`src/rtl/modn_counter_sched_if.sv`:
```
// Command/status bundle between the two requesters and the shared mod-N counter scheduler.
// Requesters drive the master modport and the scheduler takes the slave modport.
interface modn_counter_sched_if #(
  parameter int WIDTH = 4,
  parameter int STEPW = 4
);
  logic [1:0]       req;
  logic             dir0;
  logic [STEPW-1:0] steps0;
  logic             dir1;
  logic [STEPW-1:0] steps1;
  logic [1:0]       gnt;
  logic             busy;
  logic             owner;
  logic [WIDTH-1:0] count;
  logic             wrap;
  logic [1:0]       done;

  modport master (
    output req, dir0, steps0, dir1, steps1,
    input  gnt, busy, owner, count, wrap, done
  );

  modport slave (
    input  req, dir0, steps0, dir1, steps1,
    output gnt, busy, owner, count, wrap, done
  );
endinterface

```
`src/rtl/modn_counter_sched.sv`:
```
// Round-robin arbiter sharing one embedded mod-N up/down counter between two requesters;
// a granted move steps the counter once per clock and pulses done when it completes.
module modn_counter_sched #(
  parameter int N     = 10,
  parameter int WIDTH = 4,
  parameter int STEPW = 4
) (
  input logic                 clk,
  input logic                 reset,
  modn_counter_sched_if.slave sched
);

  typedef enum logic {IDLE, RUN} state_e;

  localparam logic [WIDTH-1:0] MaxCnt = WIDTH'(N - 1);

  state_e           state_q, state_d;
  logic [WIDTH-1:0] cnt_q, cnt_d;
  logic [STEPW-1:0] rem_q, rem_d;
  logic             dir_q, dir_d;
  logic             owner_q, owner_d;
  logic             ptr_q, ptr_d;
  logic [1:0]       gnt_q, gnt_d;
  logic [1:0]       done_q, done_d;
  logic             wrap_q, wrap_d;

  logic             win;
  logic             winDir;
  logic [STEPW-1:0] winSteps;

  // With both requests raised the pointer decides; otherwise the single raised bit wins.
  always_comb begin
    state_d  = state_q;
    cnt_d    = cnt_q;
    rem_d    = rem_q;
    dir_d    = dir_q;
    owner_d  = owner_q;
    ptr_d    = ptr_q;
    gnt_d    = 2'b00;
    done_d   = 2'b00;
    wrap_d   = 1'b0;
    win      = (sched.req == 2'b11) ? ptr_q : sched.req[1];
    winDir   = win ? sched.dir1 : sched.dir0;
    winSteps = win ? sched.steps1 : sched.steps0;

    case (state_q)
      IDLE: begin
        if (sched.req != 2'b00) begin
          owner_d = win;
          ptr_d   = ~win;
          dir_d   = winDir;
          gnt_d   = win ? 2'b10 : 2'b01;
          if (winSteps == '0) begin
            done_d = win ? 2'b10 : 2'b01;
          end else begin
            rem_d   = winSteps;
            state_d = RUN;
          end
        end
      end
      RUN: begin
        if (dir_q) begin
          wrap_d = (cnt_q == MaxCnt);
          cnt_d  = wrap_d ? '0 : cnt_q + WIDTH'(1);
        end else begin
          wrap_d = (cnt_q == '0);
          cnt_d  = wrap_d ? MaxCnt : cnt_q - WIDTH'(1);
        end
        rem_d = rem_q - STEPW'(1);
        if (rem_q == STEPW'(1)) begin
          done_d  = owner_q ? 2'b10 : 2'b01;
          state_d = IDLE;
        end
      end
      default: state_d = IDLE;
    endcase
  end

  always_ff @(posedge clk) begin
    if (reset) begin
      state_q <= IDLE;
      cnt_q   <= '0;
      rem_q   <= '0;
      dir_q   <= 1'b0;
      owner_q <= 1'b0;
      ptr_q   <= 1'b0;
      gnt_q   <= 2'b00;
      done_q  <= 2'b00;
      wrap_q  <= 1'b0;
    end else begin
      state_q <= state_d;
      cnt_q   <= cnt_d;
      rem_q   <= rem_d;
      dir_q   <= dir_d;
      owner_q <= owner_d;
      ptr_q   <= ptr_d;
      gnt_q   <= gnt_d;
      done_q  <= done_d;
      wrap_q  <= wrap_d;
    end
  end

  assign sched.gnt   = gnt_q;
  assign sched.busy  = (state_q == RUN);
  assign sched.owner = owner_q;
  assign sched.count = cnt_q;
  assign sched.wrap  = wrap_q;
  assign sched.done  = done_q;

endmodule

```
`src/flat_wrapper.sv`:
```
// flat-port wrapper written by rule: the top's interface ports become plain ports
module modn_counter_sched_flat 
#(
  parameter int N     = 10,
  parameter int WIDTH = 4,
  parameter int STEPW = 4
)
  (clk, reset, sched_req, sched_dir0, sched_steps0, sched_dir1, sched_steps1, sched_gnt, sched_busy, sched_owner, sched_count, sched_wrap, sched_done);
  modn_counter_sched_if #(.WIDTH(WIDTH), .STEPW(STEPW)) sched_i ();
  input logic clk;
  input logic reset;
  input wire logic [$bits(sched_i.req)-1:0] sched_req;
  input wire logic [$bits(sched_i.dir0)-1:0] sched_dir0;
  input wire logic [$bits(sched_i.steps0)-1:0] sched_steps0;
  input wire logic [$bits(sched_i.dir1)-1:0] sched_dir1;
  input wire logic [$bits(sched_i.steps1)-1:0] sched_steps1;
  output wire logic [$bits(sched_i.gnt)-1:0] sched_gnt;
  output wire logic [$bits(sched_i.busy)-1:0] sched_busy;
  output wire logic [$bits(sched_i.owner)-1:0] sched_owner;
  output wire logic [$bits(sched_i.count)-1:0] sched_count;
  output wire logic [$bits(sched_i.wrap)-1:0] sched_wrap;
  output wire logic [$bits(sched_i.done)-1:0] sched_done;
  assign sched_i.req = sched_req;
  assign sched_i.dir0 = sched_dir0;
  assign sched_i.steps0 = sched_steps0;
  assign sched_i.dir1 = sched_dir1;
  assign sched_i.steps1 = sched_steps1;
  assign sched_gnt = sched_i.gnt;
  assign sched_busy = sched_i.busy;
  assign sched_owner = sched_i.owner;
  assign sched_count = sched_i.count;
  assign sched_wrap = sched_i.wrap;
  assign sched_done = sched_i.done;
  modn_counter_sched #(.N(N), .WIDTH(WIDTH), .STEPW(STEPW)) u_core (.clk(clk), .reset(reset), .sched(sched_i));
endmodule
```
`config.mk`:
```
export PLATFORM = sky130hd
export DESIGN_NAME = modn_counter_sched_flat
export DESIGN_NICKNAME = d
export VERILOG_FILES = /design/src/rtl/modn_counter_sched_if.sv /design/src/rtl/modn_counter_sched.sv /design/src/flat_wrapper.sv
export SDC_FILE = /design/constraint.sdc
export NUM_CORES = 1
export LEC_CHECK = 0
export CORE_AREA = 8 8 69 77
export CTS_CLUSTER_SIZE = 24
export DETAILED_ROUTE_END_ITERATION = 10
export DIE_AREA = 0 0 77 85
export GPL_TIMING_DRIVEN = 0
export PLACE_DENSITY = 0.41
export REMOVE_ABC_BUFFERS = 1
export SETUP_SLACK_MARGIN = 0.2
export SYNTH_ARGS = -nofsm -noshare
export SYNTH_HDL_FRONTEND = slang
export SYNTH_SLANG_ARGS = --single-unit
```
`constraint.sdc`:
```
create_clock -name clk -period 1.5 [get_ports clk]
set_input_delay 0.15 -clock clk [delete_from_list [all_inputs] [get_ports clk]]
set_output_delay 0.15 -clock clk [all_outputs]
set_load 0.02 [all_outputs]
```
==> flow_metrics.py <==
metrics = {
    "finish": {
        "finish.net_count": 161,
        "areaGrowthSynthToFinish_pct": 52.70,
        "final_util": 0.3600,
        "layout_common_cells": "nor2_1 (14), dlygate4sd2_1 (13), dfxtp_1 (12), a21oi_1 (7), buf_4 (7)",
        "final_common_cell": "nor2_1",
        "layout.cells.non_filler": 198,
        "n_antenna_cell": 0,
        "fillers": 450,
        "layout-drive-gt1-share": 0.2708,
    },
    "floorplan": {
        "start_util": 0.2358,
        "die-area_sq_um": 6545,
        "fp.dieH_um": 85,
        "num_io_pins": 25,
        "num_rows": 25,
        "placeableCoreArea_sq_um": 4129,
        "dieWidth_um": 77,
    },
    "worst_setup_path": {
        "worstSetupStartpointType": "register",
        "r2r_slack_ps": 210,
        "critPathSlowestCell": "or4b_4",
        "reg2reg_from": "u_core.rem_q[2]",
        "crit_chain": "or4b_4, nand3_2, o21a_1, a31oi_1",
        "end_kind": "register",
        "crit_fanout": 4,
        "critPathMaxStageDelay_ps": 520,
        "cp_data_required_time_ps": 1600,
        "path_buf_inv": 0,
        "reg2regPathDepth": 4,
        "arrival_ps": 1390,
        "critPathKind": "register to register",
        "critical-path-top-delay-family": "simple AND/OR/NAND/NOR gates",
        "r2r-end": "u_core.rem_q[3]",
    },
    "global_routing": {
        "grt_max_degree": 18,
        "overflow": 0,
        "globalRouteTotalUtil": 0.08753,
        "antenna_found_initial": 0,
        "grt_pass1_vias": 1023,
        "grt_pass1_wl_um": 4733,
    },
    "sta": {
        "slew_headroom": 0.5248,
        "worst_clock_skew_ps": 0.8455,
        "hold_violations": 0,
        "period_share": 0.8573,
        "slew_violations": 0,
        "setup_viol": 0,
        "tightest_slew_ps": 712.8,
        "setup_tns_ps": 0,
        "fmax_ghz": 0.7777,
        "rsz0062_at_grt": "true",
        "whs_ps": 262.5,
        "fin_crit_ps": 1286,
    },
    "worst_hold_path": {
        "min_path_cells": 3,
        "min_from": "sched_steps0[1]",
        "hold_end": "u_core.rem_q[1]",
        "hp-class": "input port to register",
    },
    "clocking": {
        "cts_root_buf": "clkbuf_8",
        "cts_made_buffers": 3,
        "clock_latency_ps": 240,
        "tritoncts": "built",
        "clkSinkCount": 17,
        "cts.clk_slew.worst_paths_ps": 60,
        "cts_buffer_depth": 2,
        "ctsHoldBuffers": 0,
        "cts-htree-levels": 1,
    },
    "power": {
        "power.density_nw_per_um2": 928.6,
        "p_int_uw": 929.1,
        "ir_drop_uv": 248.3,
        "seqPwrFrac": 0.425,
        "clkPwrFrac": 0.243,
        "power_switching_uw": 451.2,
        "p_leak_nw": 0.6140,
        "combPwrFrac": 0.333,
        "finalPower_mw": 1.380,
        "p_sw_frac": 0.3269,
    },
    "logic_synthesis": {
        "synth-edff-count": 0,
        "synth.avg_cell_area_sq_um": 8.539,
        "post_synth_inst_count": 114,
        "async_flop_share": 0,
        "yosysSeqAreaShare": 0.3496,
        "syn-cell-area_sq_um": 973.4,
        "yosys_most_used_dff": "dfxtp_1",
        "synth_warnings": 0,
        "ys_types": 49,
        "synth-seq-cells": 17,
    },
    "drt": {
        "wire_per_inst_um": 14.53,
        "wl_um": 2877,
        "drc_errors": 0,
        "vias_per_cell": 4.975,
        "first_pass_iters": 4,
        "drtAntennaViolNets": 0,
        "route.vias.total": 985,
        "drtIter0Drc": 47,
    },
    "placement": {
        "dp_cells": 185,
        "port-buffer-count": 24,
        "gp_congestion": 0.7790,
        "dp_hpwl_um": 2000,
    },
    "flow_run": {
        "max_cap_viol_count": 0,
    },
    "outcome": {
        "status": "complete, no violations",
    },
}
synth_stat cells (2+ instances only):
cell / number / area, sq um
clkbuf_1: 2 / 7.510
and2_1: 2 / 12.51
nor2b_1: 2 / 12.51
a31oi_1: 3 / 18.77
ha_1: 2 / 25.02
nand2_1: 3 / 11.26
o21ai_0: 2 / 10.01
nor2_1: 15 / 56.30
xnor2_1: 3 / 26.28
a21oi_1: 7 / 35.03
buf_2: 4 / 20.02
o22ai_1: 2 / 12.51
nor3_1: 4 / 20.02
nor4_2: 2 / 25.02
dfxtp_1: 17 / 340.3
o21a_1: 2 / 15.01
nand3_1: 5 / 25.02
a21o_1: 2 / 15.01
inv_1: 4 / 15.01
o211ai_1: 2 / 15.01
kinds of logic after synthesis:
logic type / share of synthesized area
adder cells (fa/ha/maj): 0.02570
AND/OR/NAND/NOR: 0.2455
AO/OA/AOI/OAI: 0.2905
XOR/XNOR: 0.02700
multiplexers: 0.01028
buffers and inverters: 0.05141
flip-flops: 0.3496
state kept, by name, indices dropped and copies added, names as in the netlist:
signal,count
u_core.sched.count,4
u_core.sched.gnt,2
u_core.dir_q,1
u_core.sched.owner,1
u_core.sched.done,2
u_core.sched.wrap,1
u_core.ptr_q,1
u_core.sched.busy,1
u_core.rem_q,4
tightest hold or removal path: stages:
cell and delay [ps]:
dlymetal6s2s_1 160, nand2_1 70, a31oi_1 80
cell type report:
class | instances | area [sq um] | area share
repair buffers | 33 | 324.1 | 0.2180
flip-flops and latches | 17 | 349.1 | 0.2348
multi-input cells | 85 | 678.2 | 0.4562
inverters | 5 | 22.52 | 0.01515
clock buffers | 4 | 45.04 | 0.03030
well taps | 54 | 67.56 | 0.04545
through the flow:
step	instance area (sq um)	setup WS, ps
2_1_floorplan	942.2	-21.49
3_3_place_gp	1250	-387.4
3_5_place_dp	1250	-388.5
4_1_cts	1444	201.8
5_1_grt	1486	107.3
6_report	1486	214.1
metal layers:
layer | share of wire | wire [um] | track usage | up-vias
met1 | 0.43 | 1241 | 0.09398 | 461
met2 | 0.49 | 1407 | 0.1570 | 35
met4 | 0.011 | 31 | 0.03608 | 0
met5 | 0 | 0 | 0 | -
li1 | - | - | - | 485
met3 | 0.068 | 197 | 0.02431 | 4
timing repair:
item,CTS,global route
pin swaps,4,8
setup endpoints to repair,26,11
setup buffers,9,0
gates resized for setup,29,16
worst max path at each step:
stage	startpoint	to	slack, ps	cells after the start
after floorplan	u_core.sched.busy	u_core.rem_q[3]	-20	4
after global routing	u_core.sched.count[1]	u_core.sched.count[3]	110	4
final	u_core.rem_q[2]	u_core.rem_q[3]	210	4
after detailed placement	sched_req[1]	u_core.dir_q	-390	5
after global placement	sched_req[1]	u_core.dir_q	-390	5
after CTS	u_core.sched.busy	u_core.rem_q[3]	200	4
power groups by stage:
| stage | registers, mW | logic, mW | clock network (mW) |
|---|---|---|---|
| finish | 0.586 | 0.459 | 0.335 |
| global route | 0.599 | 0.504 | 0.382 |
| CTS | 0.580 | 0.446 | 0.355 |
| floorplan | 0.604 | 0.206 | 0 |
| global placement | 0.589 | 0.388 | 0 |
| detailed placement | 0.590 | 0.386 | 0 |
No activity file was read; power rests on OpenSTA's default activity.
